### src/rtl/rf_scoreboard.sv
// Pending-write scoreboard for the 32x32 register file: one saturating-free
// counter per architectural register, RAW/WAW issue stall, writeback bookkeeping.

module rf_sb_cnt #(
  parameter int CNT_W = 2
) (
  input  logic             clk_i,
  input  logic             reset_i,
  input  logic             flush_i,
  input  logic             inc_i,
  input  logic             dec_i,
  output logic [CNT_W-1:0] cnt_o
);
  logic [CNT_W-1:0] cnt_q, cnt_d;

  // Top guarantees inc never hits a full counter and dec never hits an empty one.
  always_comb begin
    cnt_d = cnt_q;
    if (flush_i)             cnt_d = '0;
    else if (inc_i && !dec_i) cnt_d = cnt_q + CNT_W'(1);
    else if (dec_i && !inc_i) cnt_d = cnt_q - CNT_W'(1);
  end

  always_ff @(posedge clk_i or posedge reset_i) begin
    if (reset_i) cnt_q <= '0;
    else         cnt_q <= cnt_d;
  end

  assign cnt_o = cnt_q;
endmodule

module rf_scoreboard #(
  parameter int NREG  = 32,
  parameter int CNT_W = 2
) (
  input  logic                    clk_i,
  input  logic                    reset_i,
  input  logic                    issue_valid_i,
  input  logic [$clog2(NREG)-1:0] issue_rs_i,
  input  logic [$clog2(NREG)-1:0] issue_rt_i,
  input  logic                    issue_use_rs_i,
  input  logic                    issue_use_rt_i,
  input  logic                    issue_wr_i,
  input  logic [$clog2(NREG)-1:0] issue_dst_i,
  input  logic                    wb_valid_i,
  input  logic [$clog2(NREG)-1:0] wb_dst_i,
  input  logic                    flush_i,
  output logic                    stall_o,
  output logic                    issue_ack_o,
  output logic [NREG-1:0]         busy_mask_o,
  output logic [6:0]              outstanding_o,
  output logic                    wb_err_o
);
  localparam int IDX_W = $clog2(NREG);
  localparam logic [CNT_W-1:0] CNT_MAX = {CNT_W{1'b1}};
  localparam logic [CNT_W-1:0] CNT_ONE = CNT_W'(1);

  logic [NREG-1:0][CNT_W-1:0] cnt;
  logic [NREG-1:0]            inc_vec, dec_vec;
  logic [CNT_W-1:0]           cnt_rs, cnt_rt, cnt_dst, cnt_wb;
  logic                       rs_haz, rt_haz, ovf_haz;
  logic                       inc, dec, spurious_wb;
  logic [6:0]                 outstanding_q, outstanding_d;
  logic                       wb_err_q, wb_err_d;

  assign cnt[0]      = '0;
  assign inc_vec[0]  = 1'b0;
  assign dec_vec[0]  = 1'b0;

  generate
    for (genvar r = 1; r < NREG; r++) begin : g_reg
      assign inc_vec[r] = inc && (issue_dst_i == IDX_W'(r));
      assign dec_vec[r] = dec && (wb_dst_i == IDX_W'(r));
      rf_sb_cnt #(.CNT_W(CNT_W)) u_cnt (
        .clk_i   (clk_i),
        .reset_i (reset_i),
        .flush_i (flush_i),
        .inc_i   (inc_vec[r]),
        .dec_i   (dec_vec[r]),
        .cnt_o   (cnt[r])
      );
    end
  endgenerate

  assign cnt_rs  = cnt[issue_rs_i];
  assign cnt_rt  = cnt[issue_rt_i];
  assign cnt_dst = cnt[issue_dst_i];
  assign cnt_wb  = cnt[wb_dst_i];

  // Last pending write landing this cycle is bypassed by register-file write-through.
  assign rs_haz  = issue_use_rs_i && (issue_rs_i != '0) && (cnt_rs != '0) &&
                   !(wb_valid_i && (wb_dst_i == issue_rs_i) && (cnt_rs == CNT_ONE));
  assign rt_haz  = issue_use_rt_i && (issue_rt_i != '0) && (cnt_rt != '0) &&
                   !(wb_valid_i && (wb_dst_i == issue_rt_i) && (cnt_rt == CNT_ONE));
  assign ovf_haz = issue_wr_i && (issue_dst_i != '0) && (cnt_dst == CNT_MAX);

  assign stall_o     = issue_valid_i && !flush_i && (rs_haz || rt_haz || ovf_haz);
  assign issue_ack_o = issue_valid_i && !flush_i && !stall_o;

  assign inc         = issue_ack_o && issue_wr_i && (issue_dst_i != '0);
  assign dec         = wb_valid_i && (wb_dst_i != '0) && (cnt_wb != '0);
  assign spurious_wb = wb_valid_i && (wb_dst_i != '0) && (cnt_wb == '0);

  always_comb begin
    outstanding_d = outstanding_q + 7'(inc) - 7'(dec);
    if (flush_i) outstanding_d = '0;
    wb_err_d = wb_err_q || spurious_wb;
  end

  always_ff @(posedge clk_i or posedge reset_i) begin
    if (reset_i) begin
      outstanding_q <= '0;
      wb_err_q      <= 1'b0;
    end else begin
      outstanding_q <= outstanding_d;
      wb_err_q      <= wb_err_d;
    end
  end

  generate
    for (genvar i = 0; i < NREG; i++) begin : g_busy
      assign busy_mask_o[i] = |cnt[i];
    end
  endgenerate

  assign outstanding_o = outstanding_q;
  assign wb_err_o      = wb_err_q;
endmodule
### config.mk
export PLATFORM = sky130hd
export DESIGN_NAME = rf_scoreboard
export DESIGN_NICKNAME = d
export VERILOG_FILES = /design/src/rtl/rf_scoreboard.sv
export SDC_FILE = /design/constraint.sdc
export NUM_CORES = 1
export LEC_CHECK = 0
export CORE_ASPECT_RATIO = 1.25
export CORE_MARGIN = 2
export CORE_UTILIZATION = 60
export CTS_BUF_LIST = sky130_fd_sc_hd__clkbuf_2
export DETAILED_ROUTE_END_ITERATION = 10
export PLACE_DENSITY = 0.84
export SLEW_MARGIN = 10
export SYNTH_ARGS = -nofsm -noshare
export SYNTH_HDL_FRONTEND = slang
export SYNTH_SLANG_ARGS = --single-unit
### constraint.sdc
create_clock -name clk_i -period 9.48 [get_ports clk_i]
set_input_delay 0.948 -clock clk_i [delete_from_list [all_inputs] [get_ports clk_i]]
set_output_delay 0.948 -clock clk_i [all_outputs]
set_load 0.1 [all_outputs]
==> metrics.md <==
| Metric | Value |
|---|---|
| Most common flop cell mapped by yosys | `dfrtp_1` |
| Worst skew pair latency | `slightly below 0.6 ns` |
| WS Path Type | `input port to output pin` |
| Post-synth cell types | `74` |
| Number of global-route vias before repair | `6700` |
| Number of CTS-inserted buffers | `9` |
| CTS tree | `built` |
| Post-detail-place hpwl | `roughly 17 mm` |
| Crit path time final | `between 6 and 7 ns` |
| Clk slew on worst S/H paths | `0.24 ns` |
| First-pass detailed-route iteration total | `7` |
| Number of synthesized flops with an enable pin | `0` |
| CP arrival | `5.61 ns` |
| Final Setup Violations | `0` |
| Setup repair bufs after CTS | `0` |
| # rows | `42` |
| Area contributors post-synth | `dfrtp_1 27%, mux4_2 11%, nor2_1 3.9%` |
| Critical path required time | `8.53 ns` |
| Die Y | `approximately 120 um` |
| Filler cell count | `between 800 and 900` |
| Setup tns final | `0 ns` |
| Max cap viols | `0` |
| I/O Buffers | `between 60 and 70` |
| Hold Vio Cnt, Final | `0` |
| Global-route wire length before repair | `roughly 37 mm` |
| Initial Util | `61.95%` |
| Gr usage total | `between 40% and 50%` |
| Cell taking the most area after synthesis | `dfrtp_1` |
| DRT iter0 DRCs | `840` |
| Sequential area share after synthesis | `26.64%` |
| Max_slew headroom | `between 10% and 20%` |
| Mapped cell area | `around 6600 sq um` |
| I/O pins | `70` |
| Power density cells | `105.7 nW/um^2` |
| Share of the synthesized area in the top cell type | `between 20% and 30%` |
| Hold-fix buffers, CTS | `0` |
| Synth-to-Final Area Change | `11.78%` |
| Total power | `777.3 uW` |
| Syn. warnings | `0` |
| Yosys reg bits | `70` |
| Post-route ant nets | `0` |
| Chip width | `~100 um` |
| Fmax | `about 150 MHz` |
| Post-synth ARST share | `between 90% and 100%` |
| Final nets | `approximately 840` |
| Leak pwr | `around 0.0030 uW` |
| Mapped Cells | `~770` |
| Util after Layout | `a little under 70%` |
| Crit path launch type | `input port` |
| Core area | `~11000 sq um` |
| RD Place Congestion | `a little over 1` |
| Final wirelength | `23.39 mm` |
| Number of cells upsized or downsized after cts | `0` |
| Gr ovfl total | `0` |
| Die ar. | `between 10000 and 15000 sq um` |
| Worst-case clock buffer depth | `2` |
| Largest net degree at the start of global routing | `a little over 70` |
| Critical Path End Type | `output pin` |
| Syn nets | `805` |
| Initial antenna violation count | `1` |
| Final-report max-slew violation count | `0` |
| Status | `completed` |
| Num Clock Sinks | `70` |
| WL per Instance | `approximately 25 um` |
| Vias after detailed routing | `between 6000 and 7000` |
| Final period util | `between 60 and 70%` |
| Avg Cell Area, Syn | `around 8.6 sq um` |
| Layout cell share with drive strength beyond 1 | `approximately 11%` |
| Worst-path fanout max | `18` |
| Vias per std cell | `around 7.4` |
| Clock root cell | `clkbuf_2` |
| RSZ-0062 raised after global routing | `no` |
| Worst-margin pin slew | `about 1.2 ns` |
| Remaining DRCs | `0` |
| Clock skew | `~0.030 ns` |
| HP Class | `register to register` |
| Max H-tree Level | `3` |
| Max VDD drop | `0.00008945 V` |
-- where the power goes --
group | internal [uW] | switching [uW] | total (uW) | leakage, uW
Combinational | 87.7 | 201 | 288 | 0.00196
Sequential | 309 | 8.84 | 318 | 0.000966
Clock | 37.5 | 134 | 171 | 0.0000609
-- sequential cells by signal, indices dropped and copies added (netlist names) --
register       cells
g.u_cnt.cnt_o     62
outstanding_o      7
wb_err_o           1
-- layout by cell type (no fill, tap or decap), types with 10 or more instances in the layout --
master | synthesis | routed
a21o_1 | 11 | 11
a21oi_1 | 41 | 41
a31oi_1 | 13 | 13
clkdlybuf4s50_1 | 0 | 67
dfrtp_1 | 70 | 70
inv_1 | 50 | 49
mux2i_1 | 15 | 15
mux4_2 | 32 | 32
nand2_1 | 52 | 52
nand3_1 | 47 | 47
nor2_1 | 68 | 68
nor2b_1 | 22 | 22
nor3_1 | 26 | 26
nor4_1 | 13 | 13
o2111ai_1 | 10 | 10
o211ai_1 | 17 | 17
o21ai_0 | 29 | 29
o31ai_1 | 11 | 11
or2_2 | 15 | 15
or3_1 | 13 | 13
xnor2_1 | 18 | 18
xor2_1 | 19 | 19
-- kinds of logic after synthesis --
group,Yosys count,share of synthesized area [%]
simple gates,316,26.05
xor+xnor,37,4.928
fa+ha+maj,8,1.636
mux,56,15.70
other cells,1,0.05702
compound gates,181,18.89
flops,70,26.64
buf+inv,100,6.107
-- layout make-up --
class / count / area (sq um) / share of cell area (%)
Clock inverter: 7 / 55.05 / 0.7489
Inverter: 52 / 195.2 / 2.655
Sequential cell: 70 / 1752 / 23.83
Antenna cell: 1 / 2.502 / 0.03404
Timing Repair Buffer: 73 / 713.2 / 9.702
Multi-Input combinational cell: 599 / 4423 / 60.17
Tap cell: 132 / 165.2 / 2.247
Clock buffer: 9 / 45.04 / 0.6128
-- metal layers --
metal	part of all wire (%)	vias to the layer above	track usage, %
met5	0	-	0
met4	6.8	0	22.92
met3	12	136	8.007
met2	45	547	62.24
met1	36	3331	53.19
li1	-	2945	-
-- worst max-delay path, stage by stage --
cell and delay, ns:
clkdlybuf4s50_1 1.16, mux4_1 0.67, a2111oi_0 0.59, a311oi_1 0.13, nand4_1 0.19, nand4b_4 0.24
nor3_1 0.43, clkdlybuf4s50_1 1.22
-- cell usage after synthesis, types with 4 or more instances --
| cell type | instances |
|---|---|
| a22oi_1 | 5 |
| and3_1 | 6 |
| nand2_1 | 52 |
| xor2_1 | 19 |
| nor3_1 | 26 |
| dfrtp_1 | 70 |
| o21ai_0 | 29 |
| a311oi_1 | 4 |
| buf_1 | 5 |
| a21o_1 | 11 |
| and4_1 | 6 |
| nor2b_1 | 22 |
| mux4_1 | 4 |
| a31oi_1 | 13 |
| or3_1 | 13 |
| nand3_1 | 47 |
| nand3b_1 | 9 |
| nor2_1 | 68 |
| xnor2_1 | 18 |
| o21a_1 | 5 |
| a21oi_1 | 41 |
| or2_2 | 15 |
| o31ai_1 | 11 |
| nor3b_1 | 7 |
| buf_2 | 12 |
| inv_1 | 50 |
| nand4_1 | 5 |
| mux2_2 | 5 |
| ha_1 | 7 |
| a2111oi_0 | 4 |
| mux2i_1 | 15 |
| clkbuf_1 | 29 |
| nand2b_1 | 9 |
| o2111ai_1 | 10 |
| nor4_1 | 13 |
| o211ai_1 | 17 |
| mux4_2 | 32 |
-- path summary, 6_finish.rpt --
path	slack, ns	cells after the start	start	endpoint
max	2.92	8	issue_rs_i[0]	issue_ack_o
min	0.55	1	wb_err_o	wb_err_o
max reg2reg	4.56	19	g_reg[19].u_cnt.cnt_o[0]	outstanding_o[6]
min reg2reg	0.55	1	wb_err_o	wb_err_o
max in group asynchronous	7.91	3	reset_i	g_reg[7].u_cnt.cnt_o[1]
min in group asynchronous	0.93	3	reset_i	g_reg[16].u_cnt.cnt_o[0]
-- stage by stage --
step	hold slack [ns]	setup WS, ns	cell area, sq um	std cells
after global routing	0.5556	2.779	7351	943
after floorplan	0.5443	2.610	6576	769
after CTS	0.5508	3.047	7348	942
after detailed placement	0.5015	3.064	7248	926
final	0.5546	2.921	7351	943
after global placement	0.4628	3.237	7248	926
Note: power is estimated with default switching activity, not from simulation.
